<file path="config.mk">
export PLATFORM = sky130hd
export DESIGN_NAME = obj_dma_sequencer
export DESIGN_NICKNAME = d
export VERILOG_FILES = /design/src/rtl/obj_dma_sequencer.sv
export SDC_FILE = /design/constraint.sdc
export NUM_CORES = 1
export LEC_CHECK = 0
export ABC_AREA = 1
export CAP_MARGIN = 10
export CELL_PAD_IN_SITES_DETAIL_PLACEMENT = 0
export CELL_PAD_IN_SITES_GLOBAL_PLACEMENT = 2
export CORE_MARGIN = 1.5
export CORE_UTILIZATION = 34
export CTS_BUF_LIST = sky130_fd_sc_hd__clkbuf_8
export DETAILED_ROUTE_END_ITERATION = 10
export PLACE_DENSITY_LB_ADDON = 0.1
export SETUP_SLACK_MARGIN = 0.5
export SYNTH_ARGS = -nofsm -noshare
export SYNTH_HDL_FRONTEND = slang
export SYNTH_SLANG_ARGS = --single-unit
export TNS_END_PERCENT = 30
</file>
<file path="constraint.sdc">
create_clock -name clk -period 2.8 [get_ports clk]
set_input_delay 0.56 -clock clk [delete_from_list [all_inputs] [get_ports clk]]
set_output_delay 0.56 -clock clk [all_outputs]
set_load 0.03 [all_outputs]
</file>
<file path="src/rtl/obj_dma_sequencer.sv">
// Object-table DMA sequencer: latches a CPU DMA request, waits for the next
// vblank rising edge, programs the copy engine with three register writes,
// then tracks the engine's busy handshake with a watchdog. Completion raises a
// sticky interrupt; watchdog expiry additionally raises a sticky error flag.
module obj_dma_sequencer #(
   parameter int TIMEOUT_CYCLES = 4096,
   parameter int START_WINDOW   = 4
) (
   input  logic        clk,
   input  logic        reset,
   input  logic        ce,
   input  logic        cpu_req,
   input  logic [7:0]  cpu_obj_ptr,
   input  logic [2:0]  cpu_pal_bank,
   input  logic        cpu_buf_cs,
   input  logic        vblank,
   input  logic        ga_busy,
   output logic        ga_reg_cs,
   output logic        ga_wr,
   output logic [10:0] ga_addr,
   output logic [15:0] ga_din,
   output logic        cpu_wait,
   output logic        dma_irq,
   input  logic        irq_ack,
   output logic        dma_err
);

   localparam int CW = $clog2(TIMEOUT_CYCLES + 1);
   localparam logic [CW-1:0] TO_LAST  = CW'(TIMEOUT_CYCLES - 1);
   localparam logic [CW-1:0] SW_LAST  = CW'(START_WINDOW - 1);
   localparam logic [CW-1:0] CNT_SAT  = '1;

   typedef enum logic [2:0] {
      IDLE, ARMED, WR_PTR, WR_MODE, WR_GO, WAIT_START, WAIT_DONE, DONE
   } state_t;

   typedef struct packed {
      logic [7:0] ptr;
      logic [2:0] bank;
   } dma_req_t;

   state_t         state;
   dma_req_t       act_req;
   dma_req_t       pend_req;
   dma_req_t       cpu_in;
   logic           pend;
   logic           vblank_prev;
   logic [CW-1:0]  wdog;

   assign cpu_in = '{ptr: cpu_obj_ptr, bank: cpu_pal_bank};

   // CPU is stalled while the copy engine owns the buffer
   assign cpu_wait = cpu_buf_cs &&
                     (state == WR_PTR || state == WR_MODE || state == WR_GO ||
                      state == WAIT_START || state == WAIT_DONE);

   // Sequencer FSM with registered bus outputs, watchdog, irq/err flags
   always_ff @(posedge clk or posedge reset) begin
      if (reset) begin
         state       <= IDLE;
         act_req     <= '0;
         pend_req    <= '0;
         pend        <= 1'b0;
         vblank_prev <= 1'b0;
         wdog        <= '0;
         ga_reg_cs   <= 1'b0;
         ga_wr       <= 1'b0;
         ga_addr     <= '0;
         ga_din      <= '0;
         dma_irq     <= 1'b0;
         dma_err     <= 1'b0;
      end else if (ce) begin
         vblank_prev <= vblank;

         // the DONE cycle is the set event; it beats a coincident ack
         if (state == DONE)
            dma_irq <= 1'b1;
         else if (irq_ack)
            dma_irq <= 1'b0;

         // requests arriving mid-sequence queue one deep, newest wins
         if (cpu_req && state != IDLE) begin
            pend     <= 1'b1;
            pend_req <= cpu_in;
         end

         case (state)
            IDLE: begin
               if (cpu_req) begin
                  act_req <= cpu_in;
                  state   <= ARMED;
               end
            end
            ARMED: begin
               // edge only: a vblank already high when armed must not start
               if (vblank && !vblank_prev) begin
                  state     <= WR_PTR;
                  ga_reg_cs <= 1'b1;
                  ga_wr     <= 1'b1;
                  ga_addr   <= 11'h000;
                  ga_din    <= {8'h00, act_req.ptr};
               end
            end
            WR_PTR: begin
               state   <= WR_MODE;
               ga_addr <= 11'h002;
               ga_din  <= {5'b0, act_req.bank, 8'h00};
            end
            WR_MODE: begin
               state   <= WR_GO;
               ga_addr <= 11'h004;
               ga_din  <= 16'h0000;
            end
            WR_GO: begin
               state     <= WAIT_START;
               ga_reg_cs <= 1'b0;
               ga_wr     <= 1'b0;
               ga_addr   <= '0;
               ga_din    <= '0;
               wdog      <= '0;
            end
            WAIT_START: begin
               if (ga_busy) begin
                  state <= WAIT_DONE;
                  wdog  <= '0;
               end else if (wdog >= SW_LAST) begin
                  dma_err <= 1'b1;
                  state   <= DONE;
               end else if (wdog != CNT_SAT) begin
                  wdog <= wdog + 1'b1;
               end
            end
            WAIT_DONE: begin
               if (!ga_busy) begin
                  state <= DONE;
               end else if (wdog >= TO_LAST) begin
                  dma_err <= 1'b1;
                  state   <= DONE;
               end else if (wdog != CNT_SAT) begin
                  wdog <= wdog + 1'b1;
               end
            end
            DONE: begin
               // a request in this very cycle is newer than any pending one
               if (pend || cpu_req) begin
                  act_req <= cpu_req ? cpu_in : pend_req;
                  pend    <= 1'b0;
                  state   <= ARMED;
               end else begin
                  state <= IDLE;
               end
            end
            default: state <= IDLE;
         endcase
      end
   end

endmodule

</file>
Yosys cells after proc, flatten, opt, wreduce, memory -nomap -nowiden

Index checks and enable logic that the tools add are counted.

Add/subtract/negate cells: 1
$lt $le $gt $ge: 2
Equal/unequal tests: 19
Mux-type cells: 34
Reductions and logical operators: 28

Operator list:

| cell                    | count |
|---|---|
| $mux W13                | 5 |
| $pmux W16 S3            | 1 |
| $mux W11                | 4 |
| $pmux W11 S4            | 1 |
| $pmux W13 S3            | 1 |
| $pmux W3 S8             | 1 |
| $pmux W11 S2            | 1 |
| $mux W3                 | 6 |
| $mux W16                | 1 |
| $add A13 B1 Y13 const B | 1 |
| $ge A13 B12 Y1 const B  | 1 |
| $ge A13 B2 Y1 const B   | 1 |
| $ne A13 B13 Y1 const B  | 1 |
| $eq A3 B3 Y1 const B    | 4 |
| $mux W1                 | 11 |
| $ne A2 B2 Y1 const B    | 5 |
| $reduce_and A5 Y1       | 2 |
| $reduce_and A3 Y1       | 3 |
| $reduce_bool A3 Y1      | 3 |
| $reduce_bool A2 Y1      | 4 |
| $eq A3 B2 Y1 const B    | 2 |
| $ne A2 B1 Y1 const B    | 3 |
| $ne A3 B2 Y1 const B    | 2 |
| $reduce_and A6 Y1       | 1 |
| 11 further kinds        | 19 |

Bits in registers: 70
Input bits: 19
Output and inout port bits: 32
Logic and storage cells: 97

Logic depth before layout (Yosys ltp)

Depth in word-level cells: 6
Mapped depth: 12
Depth with buffers taken out: 11

Worst setup path after synthesis

No wires, ideal clock.

Kind: register to output
From: register state[1]
To: output port cpu_wait
Arrival time: 1.520 ns
Required time: 2.240 ns
Setup slack: 0.720 ns
Cell stages (with the launch flop): 4
Path buffers: 0
Path through: dfrtp_1 -> inv_1 -> ha_1 -> a21boi_0

Word-level cells in the longest chain between the ends: 6
Elaborated cells between the ends (all ways): 10
Classes of those cells: eq/ne (5); reduce/logical (5)

Ends and longest elaborated chain:

| what                            | RTL line | RTL |
|---|---|---|
| start: declaration              | 42       | `state_t state;` |
| start signal: assignment        | 60       | `state <= IDLE;` |
| start signal: assignment        | 91       | `state <= ARMED;` |
| start signal: assignment        | 97       | `state <= WR_PTR;` |
| $eq A3 B2 Y1                    | 54       | `(state == WR_PTR \|\| state == WR_MODE \|\| state == WR_GO \|\|` |
| $logic_or A1 B1 Y1 (3 in a row) | 54       |  |
| $logic_or A1 B1 Y1 *            | 55       | `state == WAIT_START \|\| state == WAIT_DONE);` |
| $logic_and A1 B1 Y1 *           | 53       | `assign cpu_wait = cpu_buf_cs &&` |
| end: declaration                | 22       | `output logic cpu_wait,` |

Mark *: on every way between the ends. The rest lies on a longest branch, timed or not.

Final worst setup path

Ends and elaborated chain as after synthesis.

==> impl_metrics.tcl <==
set metrics [dict create \
    status "finished, final reports clean" \
    route.detailed.vias_per_inst 4.61 \
    crit_family "flip-flops" \
    rsz0062_at_grt "true" \
    power-per-cell-area_mw_per_mm2 792 \
    synth_most_common_cell "sky130_fd_sc_hd__nand2_1" \
    hold_class "flip-flop to flip-flop" \
    f_max_mhz 481 \
    clock_path_buffers 2 \
    finish.cell_count_without_fillers 589 \
    largest_net_degree_at_the_start_of_global_routing 57 \
    relSlewSlack_pct 44.5 \
    ys_top_cells_by_count "sky130_fd_sc_hd__nand2_1 (140), sky130_fd_sc_hd__dfrtp_1 (56), sky130_fd_sc_hd__inv_1 (56)" \
    synthCells 444 \
    finalNetCount 500 \
    max_slew.worst_pin.slew_ns 0.829 \
    count_of_final_hold_check_violations 0 \
    kind_of_critical_path "flip-flop to output pin" \
    cp-endpoint "cpu_wait" \
    fin_worst_skew_ns 0.0103 \
    clock_tree.root_cell "sky130_fd_sc_hd__clkbuf_8" \
    drv_cap 0 \
    worst_r2r_startpoint "wdog[1]" \
    cts_max_level 2 \
    ios 51 \
    maxSlewViolCount 0 \
    p_leak_nw 1.91 \
    starting_density_of_the_core_pct 35.0 \
    worstPathCellList "inv_1 -> ha_1 -> a21boi_0 -> clkbuf_2" \
    core_area_mm2 0.00920 \
    cp_slowest_cell "sky130_fd_sc_hd__dfrtp_2" \
    cts.sinks 56 \
    route.antenna.remaining_nets 0 \
    yosys.area.top_type "sky130_fd_sc_hd__dfrtp_1" \
    totalNegativeSetupSlack_ns 0 \
    fin_crit_sh_pct 74.3 \
    place.port_buffers 36 \
    reg2reg_slack_ns 0.73 \
    die-area_mm2 0.0101 \
    chipWidth_um 100 \
    asyncSetResetFlopFracSynth_pct 100 \
    preCtsSetupSlack_ns 0.356 \
    finalWirelength_um 7510 \
    die-height_um 100 \
    ff2ff_path_depth 11 \
    cts_buffers 5 \
    power.ir.vdd_worst_uv 322 \
    detailroute.via_count 2713 \
    detail_route.wl_per_cell_um 12.7 \
    setup.worst_path.start "state[1]" \
    grt_first_pass_wirelength_um 12900 \
    dpl.hpwl_um 5410 \
    route.detailed.drc 0 \
    postSynth.topFlopCell "sky130_fd_sc_hd__dfrtp_1" \
    antennaDiodeCount 0 \
    final.setup.worst_slack_ns 0.719 \
    cp_slowest_stage_delay_ns 0.47 \
    grt_pass1_vias 2632 \
    critical_path_depth 4 \
    layout_cell_share_with_drive_strength_beyond_1_pct 6.49 \
    synth.distinct_cells 29 \
    cp_bufs_invs 2 \
    finalWeightedCongestion 0.765 \
    critical_path.endpoint_type "output pin" \
    finalWorstPathRequiredPeriod_ns 2.08 \
    synth_seq_cells 56 \
    grt.overflow.total 0 \
    floorplan.rows 35 \
    post_synthesis_sequential_area_ratio_pct 43.6 \
    drt-pass1-iter-count 4 \
    grt_usage_pct 16.2 \
    post-synth-top-area-fraction_pct 43.6 \
    synth_area_mm2 0.00322 \
    synth_enable_flop_cells 0 \
    start_kind "flip-flop" \
    placed_cells 581 \
    worstPathRequired_ns 2.24 \
    crit_arrival_ns 1.52 \
    finalSetupViolations 0 \
    synth.avg_cell_area_um2 7.24 \
    crit_fanout 9 \
    ys.warnings.count 0 \
    clk_pin_slew_worst_paths_ns 0.11 \
    antenna_found_initial 0 \
    fin_hold_ws_ns 0.477 \
    area_growth_pct 16.1 \
    drt_first_iter_violations 110 \
    critical_path.reg2reg.endpoint "wdog[2]" \
    netlist_top_cells_area "sky130_fd_sc_hd__dfrtp_1 (44%), sky130_fd_sc_hd__nand2_1 (16%), sky130_fd_sc_hd__inv_1 (6.5%)" \
    clk-insertion-delay-late_ns 0.31 \
    tritoncts "yes" \
]
==> how the worst min path moves through the flow <==
| stage | slack (ns) | cells past startpoint | to | startpoint |
|---|---|---|---|---|
| 6_report | 0.48 | 1 | dma_err | dma_err |
| 5_1_grt | 0.49 | 1 | dma_err | dma_err |
| 2_1_floorplan | 0.45 | 2 | pend_req[0] | pend_req[0] |
| 4_1_cts | 0.48 | 1 | dma_err | dma_err |
| 3_3_place_gp | 0.44 | 1 | dma_err | dma_err |
| 3_5_place_dp | 0.45 | 1 | dma_err | dma_err |
==> sequential cells by signal (all words and copies together) (netlist names) <==
signal / flops
dma_err: 1
ga_din: 11
dma_irq: 1
pend: 1
act_req: 11
pend_req: 11
state: 3
wdog: 13
ga_addr: 2
ga_wr: 1
vblank_prev: 1
==> metrics by stage <==
stage	total power, mW	util [%]	instance area (µm²)
global route	3.19	40.6	3730
finish	2.95	40.6	3730
detailed placement	2.51	39.6	3640
CTS	3.00	40.6	3740
floorplan	2.11	-	3260
global placement	2.50	39.6	3640
==> cells in the final DEF (no fill, tap or decap), types with 2 or more instances in the layout <==
cell,instances
sky130_fd_sc_hd__clkinv_4,2
sky130_fd_sc_hd__clkdlybuf4s50_1,35
sky130_fd_sc_hd__clkbuf_8,5
sky130_fd_sc_hd__xor2_1,5
sky130_fd_sc_hd__nand3b_1,3
sky130_fd_sc_hd__dfrtp_1,55
sky130_fd_sc_hd__o211ai_1,8
sky130_fd_sc_hd__conb_1,14
sky130_fd_sc_hd__nor2_1,33
sky130_fd_sc_hd__buf_4,6
sky130_fd_sc_hd__nand4_1,6
sky130_fd_sc_hd__inv_2,7
sky130_fd_sc_hd__nand3_1,34
sky130_fd_sc_hd__nor2_2,3
sky130_fd_sc_hd__nor3_2,2
sky130_fd_sc_hd__ha_1,4
sky130_fd_sc_hd__a21oi_1,6
sky130_fd_sc_hd__o21ai_1,10
sky130_fd_sc_hd__o22ai_1,8
sky130_fd_sc_hd__nand2_1,140
sky130_fd_sc_hd__a21boi_0,2
sky130_fd_sc_hd__inv_1,55
sky130_fd_sc_hd__o21ai_0,26
==> kinds of logic (layout without fill, tap and decap cells) <==
| logic type | count (synthesis) | count (layout) | synth area share (%) |
|---|---|---|---|
| AO/OA/AOI/OAI | 63 | 63 | 11.3 |
| XOR/XNOR | 5 | 5 | 1.36 |
| adder cells (fa/ha/maj) | 4 | 4 | 1.56 |
| buffers and inverters | 92 | 113 | 13.1 |
| flip-flops | 56 | 56 | 43.6 |
| other | 1 | 14 | 0.117 |
| AND/OR/NAND/NOR | 223 | 223 | 29.0 |
==> per-layer routing <==
layer	share of wire [%]	global-route usage, %	up-vias
met2	45	25.9	46
li1	-	-	1438
met3	2.4	2.30	8
met4	1.5	4.88	0
met1	51	22.8	1221
met5	0	0	-
==> area by class of cell <==
cell class              count  area [µm²]
clock buffers               5        68.8
inverters                  62         233
multi-input cells         309        1440
flip-flops and latches     56        1400
clock inverters             3        26.3
well taps                 111         139
fillers                  1019        5460
repair buffers             43         420
==> worst reg2reg max path, stage by stage (launching register included) <==
cell	delay, ns
sky130_fd_sc_hd__dfrtp_1	0.46
sky130_fd_sc_hd__ha_1	0.34
sky130_fd_sc_hd__inv_1	0.10
sky130_fd_sc_hd__nor2_1	0.11
sky130_fd_sc_hd__nand2_1	0.11
sky130_fd_sc_hd__inv_1	0.11
sky130_fd_sc_hd__nand2_1	0.25
sky130_fd_sc_hd__o21ai_1	0.24
sky130_fd_sc_hd__nand3_1	0.10
sky130_fd_sc_hd__nand2_1	0.09
sky130_fd_sc_hd__nand2_1	0.05
sky130_fd_sc_hd__nand2_1	0.06
==> report_power, final <==
group / leakage (nW) / total (mW) / switching (mW) / internal (mW)
registers: 0.711 / 1.25 / 0.166 / 1.08
logic: 1.15 / 1.23 / 0.783 / 0.450
clock network: 0.0487 / 0.474 / 0.291 / 0.184
==> timing repair <==
action | CTS | global route
endpoints found under the setup margin | 1 | 2
buffers inserted | 0 | 0
hold buffers | 0 | 0
endpoints found under the hold margin | 0 | 0
gates resized for setup | 2 | 3
Note: power is estimated with default switching activity, not from simulation.
